[config.mk]
export PLATFORM = sky130hd
export DESIGN_NAME = roic_crc12_line_framer
export DESIGN_NICKNAME = d
export VERILOG_FILES = /design/src/rtl/roic_crc_pkg.sv /design/src/rtl/crc12_d12_comb.sv /design/src/rtl/roic_crc12_line_framer.sv
export SDC_FILE = /design/constraint.sdc
export NUM_CORES = 1
export LEC_CHECK = 0
export CORE_AREA = 2 2 73 75
export CTS_CLUSTER_SIZE = 28
export DETAILED_ROUTE_END_ITERATION = 12
export DIE_AREA = 0 0 75 77
export PLACE_DENSITY = 0.93
export SLEW_MARGIN = 20
export SYNTH_ARGS = -nofsm -noshare
export SYNTH_HDL_FRONTEND = slang
export SYNTH_SLANG_ARGS = --single-unit
[constraint.sdc]
create_clock -name clk -period 5.35 [get_ports clk]
set_input_delay 1.3375 -clock clk [delete_from_list [all_inputs] [get_ports clk]]
set_output_delay 1.3375 -clock clk [all_outputs]
set_load 0.1 [all_outputs]
[src/rtl/roic_crc_pkg.sv]
// roic_crc_pkg
//   Shared definitions for the ROIC CRC-12 line framer and, later, the
//   receive-side checker.
//   - CRC_W      : width of pixel words and of the CRC word.
//   - CRC_POLY   : low 12 bits of x^12+x^10+x^7+x^4+x^3+x^2+x+1.
//   - framer_st_t: framer FSM state encoding.
//   - crc12_d12  : one 12-bit parallel CRC update, D[11] shifted in first.
package roic_crc_pkg;

    localparam int CRC_W = 12;
    localparam logic [CRC_W-1:0] CRC_POLY = 12'h49F;

    typedef enum logic {ST_DATA, ST_CRC} framer_st_t;

    // Unrolled bit-serial LFSR: twelve feedback steps, MSB of the data word
    // first. Synthesis flattens this into one XOR network per output bit.
    function automatic logic [CRC_W-1:0] crc12_d12(
        input logic [CRC_W-1:0] data,
        input logic [CRC_W-1:0] crc
    );
        logic [CRC_W-1:0] c;
        logic             fb;
        c = crc;
        for (int i = CRC_W - 1; i >= 0; i--) begin
            fb = c[CRC_W-1] ^ data[i];
            c  = {c[CRC_W-2:0], 1'b0};
            if (fb) begin
                c = c ^ CRC_POLY;
            end
        end
        return c;
    endfunction

endpackage

[src/rtl/crc12_d12_comb.sv]
// crc12_d12_comb
//   Purely combinational CRC-12 next-state block, a thin wrapper around
//   roic_crc_pkg::crc12_d12 so transmit and receive sides share one netlist
//   description.
//   Ports:
//     data_i : 12-bit data word folded into the CRC
//     crc_i  : current CRC register value
//     crc_o  : CRC after absorbing data_i
module crc12_d12_comb
    import roic_crc_pkg::*;
(
    input  logic [CRC_W-1:0] data_i,
    input  logic [CRC_W-1:0] crc_i,
    output logic [CRC_W-1:0] crc_o
);

    assign crc_o = crc12_d12(data_i, crc_i);

endmodule

[src/rtl/roic_crc12_line_framer.sv]
// roic_crc12_line_framer
//   Forwards LINE_LEN 12-bit pixel words per line unchanged and appends one
//   CRC-12 word after the last word of each line.
//   Parameters:
//     LINE_LEN : data words per line (1..4095)
//     CRC_INIT : CRC seed at reset, on clr and after each CRC word
//   Ports:
//     clk, rst_n         : clock, asynchronous active-low reset
//     clr                : synchronous abort of the current line
//     s_data/s_valid/s_ready          : pixel input stream
//     m_data/m_valid/m_ready          : output stream (pixels then CRC)
//     m_last, m_is_crc   : output word is the CRC word closing its line
//     line_cnt           : completed lines, wraps at 16 bits
//     busy               : a line is partially accepted or CRC is pending
//
// Handshake: a word moves on a rising edge when valid && ready are both high
// there. valid never waits on ready; once m_valid is high, m_data, m_last and
// m_is_crc hold until the edge where m_ready is sampled high. s_ready is
// combinational from the FSM state, m_valid and m_ready.
module roic_crc12_line_framer
    import roic_crc_pkg::*;
#(
    parameter int unsigned      LINE_LEN = 64,
    parameter logic [CRC_W-1:0] CRC_INIT = 12'h000
) (
    input  logic             clk,
    input  logic             rst_n,
    input  logic             clr,
    input  logic [CRC_W-1:0] s_data,
    input  logic             s_valid,
    output logic             s_ready,
    output logic [CRC_W-1:0] m_data,
    output logic             m_valid,
    input  logic             m_ready,
    output logic             m_last,
    output logic             m_is_crc,
    output logic [15:0]      line_cnt,
    output logic             busy
);

    localparam int unsigned      CNT_W    = $clog2(LINE_LEN + 1);
    localparam logic [CNT_W-1:0] LAST_IDX = CNT_W'(LINE_LEN - 1);
    localparam logic [CNT_W-1:0] CNT_ONE  = CNT_W'(1);

    framer_st_t       state_q, state_d;
    logic [CNT_W-1:0] word_cnt_q, word_cnt_d;
    logic [CRC_W-1:0] crc_q, crc_d;
    logic [CRC_W-1:0] m_data_q, m_data_d;
    logic             m_valid_q, m_valid_d;
    logic             m_last_q, m_last_d;
    logic             m_is_crc_q, m_is_crc_d;
    logic [15:0]      line_cnt_q, line_cnt_d;

    logic             load;
    logic             accept;
    logic             last_word;
    logic [CRC_W-1:0] crc_next;

    // The output slice may take a new word when empty or being drained.
    assign load      = !m_valid_q || m_ready;
    assign accept    = s_valid && s_ready;
    assign last_word = (word_cnt_q == LAST_IDX);

    crc12_d12_comb u_crc (
        .data_i (s_data),
        .crc_i  (crc_q),
        .crc_o  (crc_next)
    );

    // ---------------- FSM: state register ----------------
    always_ff @(posedge clk or negedge rst_n) begin
        if (!rst_n) begin
            state_q <= ST_DATA;
        end else begin
            state_q <= state_d;
        end
    end

    // ---------------- FSM: next state ----------------
    always_comb begin
        state_d = state_q;
        if (clr) begin
            state_d = ST_DATA;
        end else begin
            case (state_q)
                ST_DATA: if (accept && last_word) state_d = ST_CRC;
                ST_CRC:  if (load)                state_d = ST_DATA;
                default:                          state_d = ST_DATA;
            endcase
        end
    end

    // ---------------- FSM: outputs ----------------
    // Input is closed while the CRC word waits for the output slice, which
    // costs exactly one input cycle per line at full rate.
    always_comb begin
        s_ready = 1'b0;
        case (state_q)
            ST_DATA: s_ready = load;
            ST_CRC:  s_ready = 1'b0;
            default: s_ready = 1'b0;
        endcase
    end

    // ---------------- datapath next values ----------------
    always_comb begin
        word_cnt_d = word_cnt_q;
        crc_d      = crc_q;
        m_data_d   = m_data_q;
        m_valid_d  = m_valid_q;
        m_last_d   = m_last_q;
        m_is_crc_d = m_is_crc_q;
        line_cnt_d = line_cnt_q;

        if (clr) begin
            // Abort: any word presented this cycle is dropped, line_cnt kept.
            word_cnt_d = '0;
            crc_d      = CRC_INIT;
            m_valid_d  = 1'b0;
            m_last_d   = 1'b0;
            m_is_crc_d = 1'b0;
        end else if (state_q == ST_DATA) begin
            if (accept) begin
                m_data_d   = s_data;
                m_valid_d  = 1'b1;
                m_last_d   = 1'b0;
                m_is_crc_d = 1'b0;
                crc_d      = crc_next;
                word_cnt_d = last_word ? '0 : word_cnt_q + CNT_ONE;
            end else if (load) begin
                m_valid_d  = 1'b0;
            end
        end else begin
            if (load) begin
                // CRC word is emitted but never folded back into the CRC.
                m_data_d   = crc_q;
                m_valid_d  = 1'b1;
                m_last_d   = 1'b1;
                m_is_crc_d = 1'b1;
                crc_d      = CRC_INIT;
                line_cnt_d = line_cnt_q + 16'd1;
            end
        end
    end

    // ---------------- datapath registers ----------------
    always_ff @(posedge clk or negedge rst_n) begin
        if (!rst_n) begin
            word_cnt_q <= '0;
            crc_q      <= CRC_INIT;
            m_data_q   <= '0;
            m_valid_q  <= 1'b0;
            m_last_q   <= 1'b0;
            m_is_crc_q <= 1'b0;
            line_cnt_q <= '0;
        end else begin
            word_cnt_q <= word_cnt_d;
            crc_q      <= crc_d;
            m_data_q   <= m_data_d;
            m_valid_q  <= m_valid_d;
            m_last_q   <= m_last_d;
            m_is_crc_q <= m_is_crc_d;
            line_cnt_q <= line_cnt_d;
        end
    end

    assign m_data   = m_data_q;
    assign m_valid  = m_valid_q;
    assign m_last   = m_last_q;
    assign m_is_crc = m_is_crc_q;
    assign line_cnt = line_cnt_q;
    assign busy     = (word_cnt_q != '0) || (state_q == ST_CRC);

endmodule

==> run summary <==
Status = completed
DRT antenna net count = 0
Async SR Flop Fraction = 100%
Hold Path Class = reg2reg
Flop2flop setup slack = 2.58 ns
TritonCTS Buffers = 5
Layout cells sized above 1 = 7.17%
Overall power = 1.99 mW
Register bit total from synthesis = 50
Clock sink total = 50
Fin area = 3420 sq um
Final min period = 4.00 ns
Worst Path Required = 4.01 ns
Relative slew slack = 30.4%
Worst EP arrival = 2.66 ns
Leak pwr = 1.48 nW
DIE HEIGHT = 77 um
Port buffer count = 49
P&R area growth vs syn = 23.1%
CTS tree = yes
Slowest cell on crit path = clkdlybuf4s50_1
Clk slew on worst S/H paths = 0.11 ns
Setup Skew = 0.0111 ns
Slew Limit Fails = 0
Tot GR Track Use = 22.6%
Worst Setup Start Kind = flop
Placed instance area = 3320 sq um
Antenna diode count = 0
Worst Path Buf+Inv = 1
CP Class = reg2out
Final setup viols = 0
Die area = 5780 sq um
Hold_ws = 0.475 ns
Vias = 2027
Hold Vio Cnt, Final = 0
Initial DRC count = 170
Die Wd = 75 um
CP max stage delay = 1.13 ns
Vias per cell = 5.38
CTS H-tree depth = 2
Remaining Overflow, GRT = 0
Unrepaired setup endpoints after global routing = false
Main synth FF type = dfrtp_1
CP Max Fanout = 19
Global-route wire length before repair = 10.1 mm
Multi-input gate area = 1470 sq um
Total negative slack = 0 ns
Register area = 1250 sq um
IO Pins = 50
DRT Pass-1 Iters = 6
Ys Warns = 0
Cell variety after synth = 35
Top delay family on crit path = buffers and inverters
Slew @ Worst Pin = 1.04 ns
Core ar. = 4980 sq um
Fin nets = 326
Fill count = 384
Peak supply drop = 0.664 mV
# DRC = 0
Post-synthesis sequential area ratio = 45.0%
Power per cell area = 583 nW/um^2
Number of synthesized flops with an enable pin = 0
Cell count after synthesis = 257
WL final = 5.89 mm
Final period util = 74.7%
Synthesized Nets = 277
Starting Density = 55.8%
Hold_buf cts = 0
Worst skew pair latency = 0.32 ns
Clock Path Buffers = 2
Detailed Place HPWL = 4.30 mm
Routability cong. = 0.871
Largest net degree at the start of global routing = 51
Clock Tree Root = clkbuf_8
# Max-Cap Violations = 0
Antenna violations before repair = 0
Peak Freq = 250 MHz
Syn Area/Cell = 10.8 sq um
Cell area after synthesis = 2780 sq um
Row Count = 26
Critical Path End Type = primary output
Critical path cell sequence = nor2_1, nand3_1, clkdlybuf4s50_1
# resized after CTS = 0
Avg WL per Cell = 15.6 um
Vias in the first global route = 2074
Post-CTS setup repair buffer count = 0
[cells by family after synthesis]
logic type	after synthesis	share of synthesized area [%]
compound gates	31	6.35
xor+xnor	69	27.5
fa+ha+maj	3	1.35
buf+inv	15	2.21
flops	50	45.0
mux	14	5.09
simple gates	75	12.4
[layer usage]
layer	vias to the layer above	wire [um]	GRT usage, %
li1	948	-	-
met1	1012	2470	29.5
met2	58	3070	38.4
met3	9	254	3.94
met4	0	97	5.71
met5	-	0	0
[cells in the final DEF, fill, tap and decap left out, types with 4 or more instances in the layout]
cell type         n
clkbuf_8          5
nor3_1            5
dfrtp_1          50
inv_1             6
nand3_1           6
a22o_1            4
nand2_1          33
xnor2_1          41
clkdlybuf4s50_1  47
o21ai_0          21
xor2_1           16
nor2_1           16
mux2i_1          13
[registers in the layout (all words and copies together), names as in the netlist]
name,cells
word_cnt_q,7
line_cnt,16
crc_q,12
state_q,1
m_data,12
m_valid,1
m_is_crc,1
[path summary, 6_finish.rpt]
check,from,end,cells after the start
worst max-delay path,state_q$_DFF_PN0_,busy,3
worst min-delay path,line_cnt[15]$_DFFE_PN0P_,line_cnt[15]$_DFFE_PN0P_,1
worst max register to register,state_q$_DFF_PN0_,crc_q[4]$_DFFE_PN0P_,4
worst min register to register,line_cnt[15]$_DFFE_PN0P_,line_cnt[15]$_DFFE_PN0P_,1
max in group asynchronous,rst_n,crc_q[9]$_DFFE_PN0P_,2
min in group asynchronous,rst_n,word_cnt_q[6]$_DFFE_PN0P_,2
[metrics by stage]
step	instances	utilization, %	setup slack (ns)
6_report	377	68.7	1.35
5_1_grt	377	68.7	1.28
4_1_cts	377	68.7	1.35
3_5_place_dp	369	66.8	1.45
3_3_place_gp	369	66.8	1.53
2_1_floorplan	257	-	1.33
[synthesized netlist by cell type, types with 2 or more instances]
cell type	number	area, sq um
a21o_1	2	15.0
a21oi_1	3	15.0
a22o_1	4	35.0
and2_1	2	12.5
and3_1	2	12.5
and4_1	2	17.5
clkbuf_1	6	22.5
dfrtp_1	50	1250
ha_1	3	37.5
inv_1	6	22.5
mux2i_1	13	130
nand2_1	33	124
nand3_1	6	30.0
nand4_1	3	18.8
nor2_1	16	60.1
nor2b_1	2	12.5
nor3_1	5	25.0
o21ai_0	21	105
xnor2_1	41	359
xnor3_1	2	45.0
xnor3_2	3	71.3
xnor3_4	2	52.6
xor2_1	16	140
xor2_2	2	32.5
xor3_1	2	47.6
[final cells by class]
class	instances	share of cell area [%]
clock inverter	3	0.768
multi-input combinational	192	42.8
tap	70	2.56
inverter	6	0.659
sequential	50	36.6
clock buffer	5	2.01
timing repair buffer	51	14.6
[report_power, final]
part	switching, mW	internal [mW]	total, mW	leakage [nW]
Sequential	0.0346	0.425	0.459	0.665
Clock	0.141	0.0965	0.237	0.0491
Combinational	0.645	0.652	1.30	0.769
(Power assumes the default switching activity.)
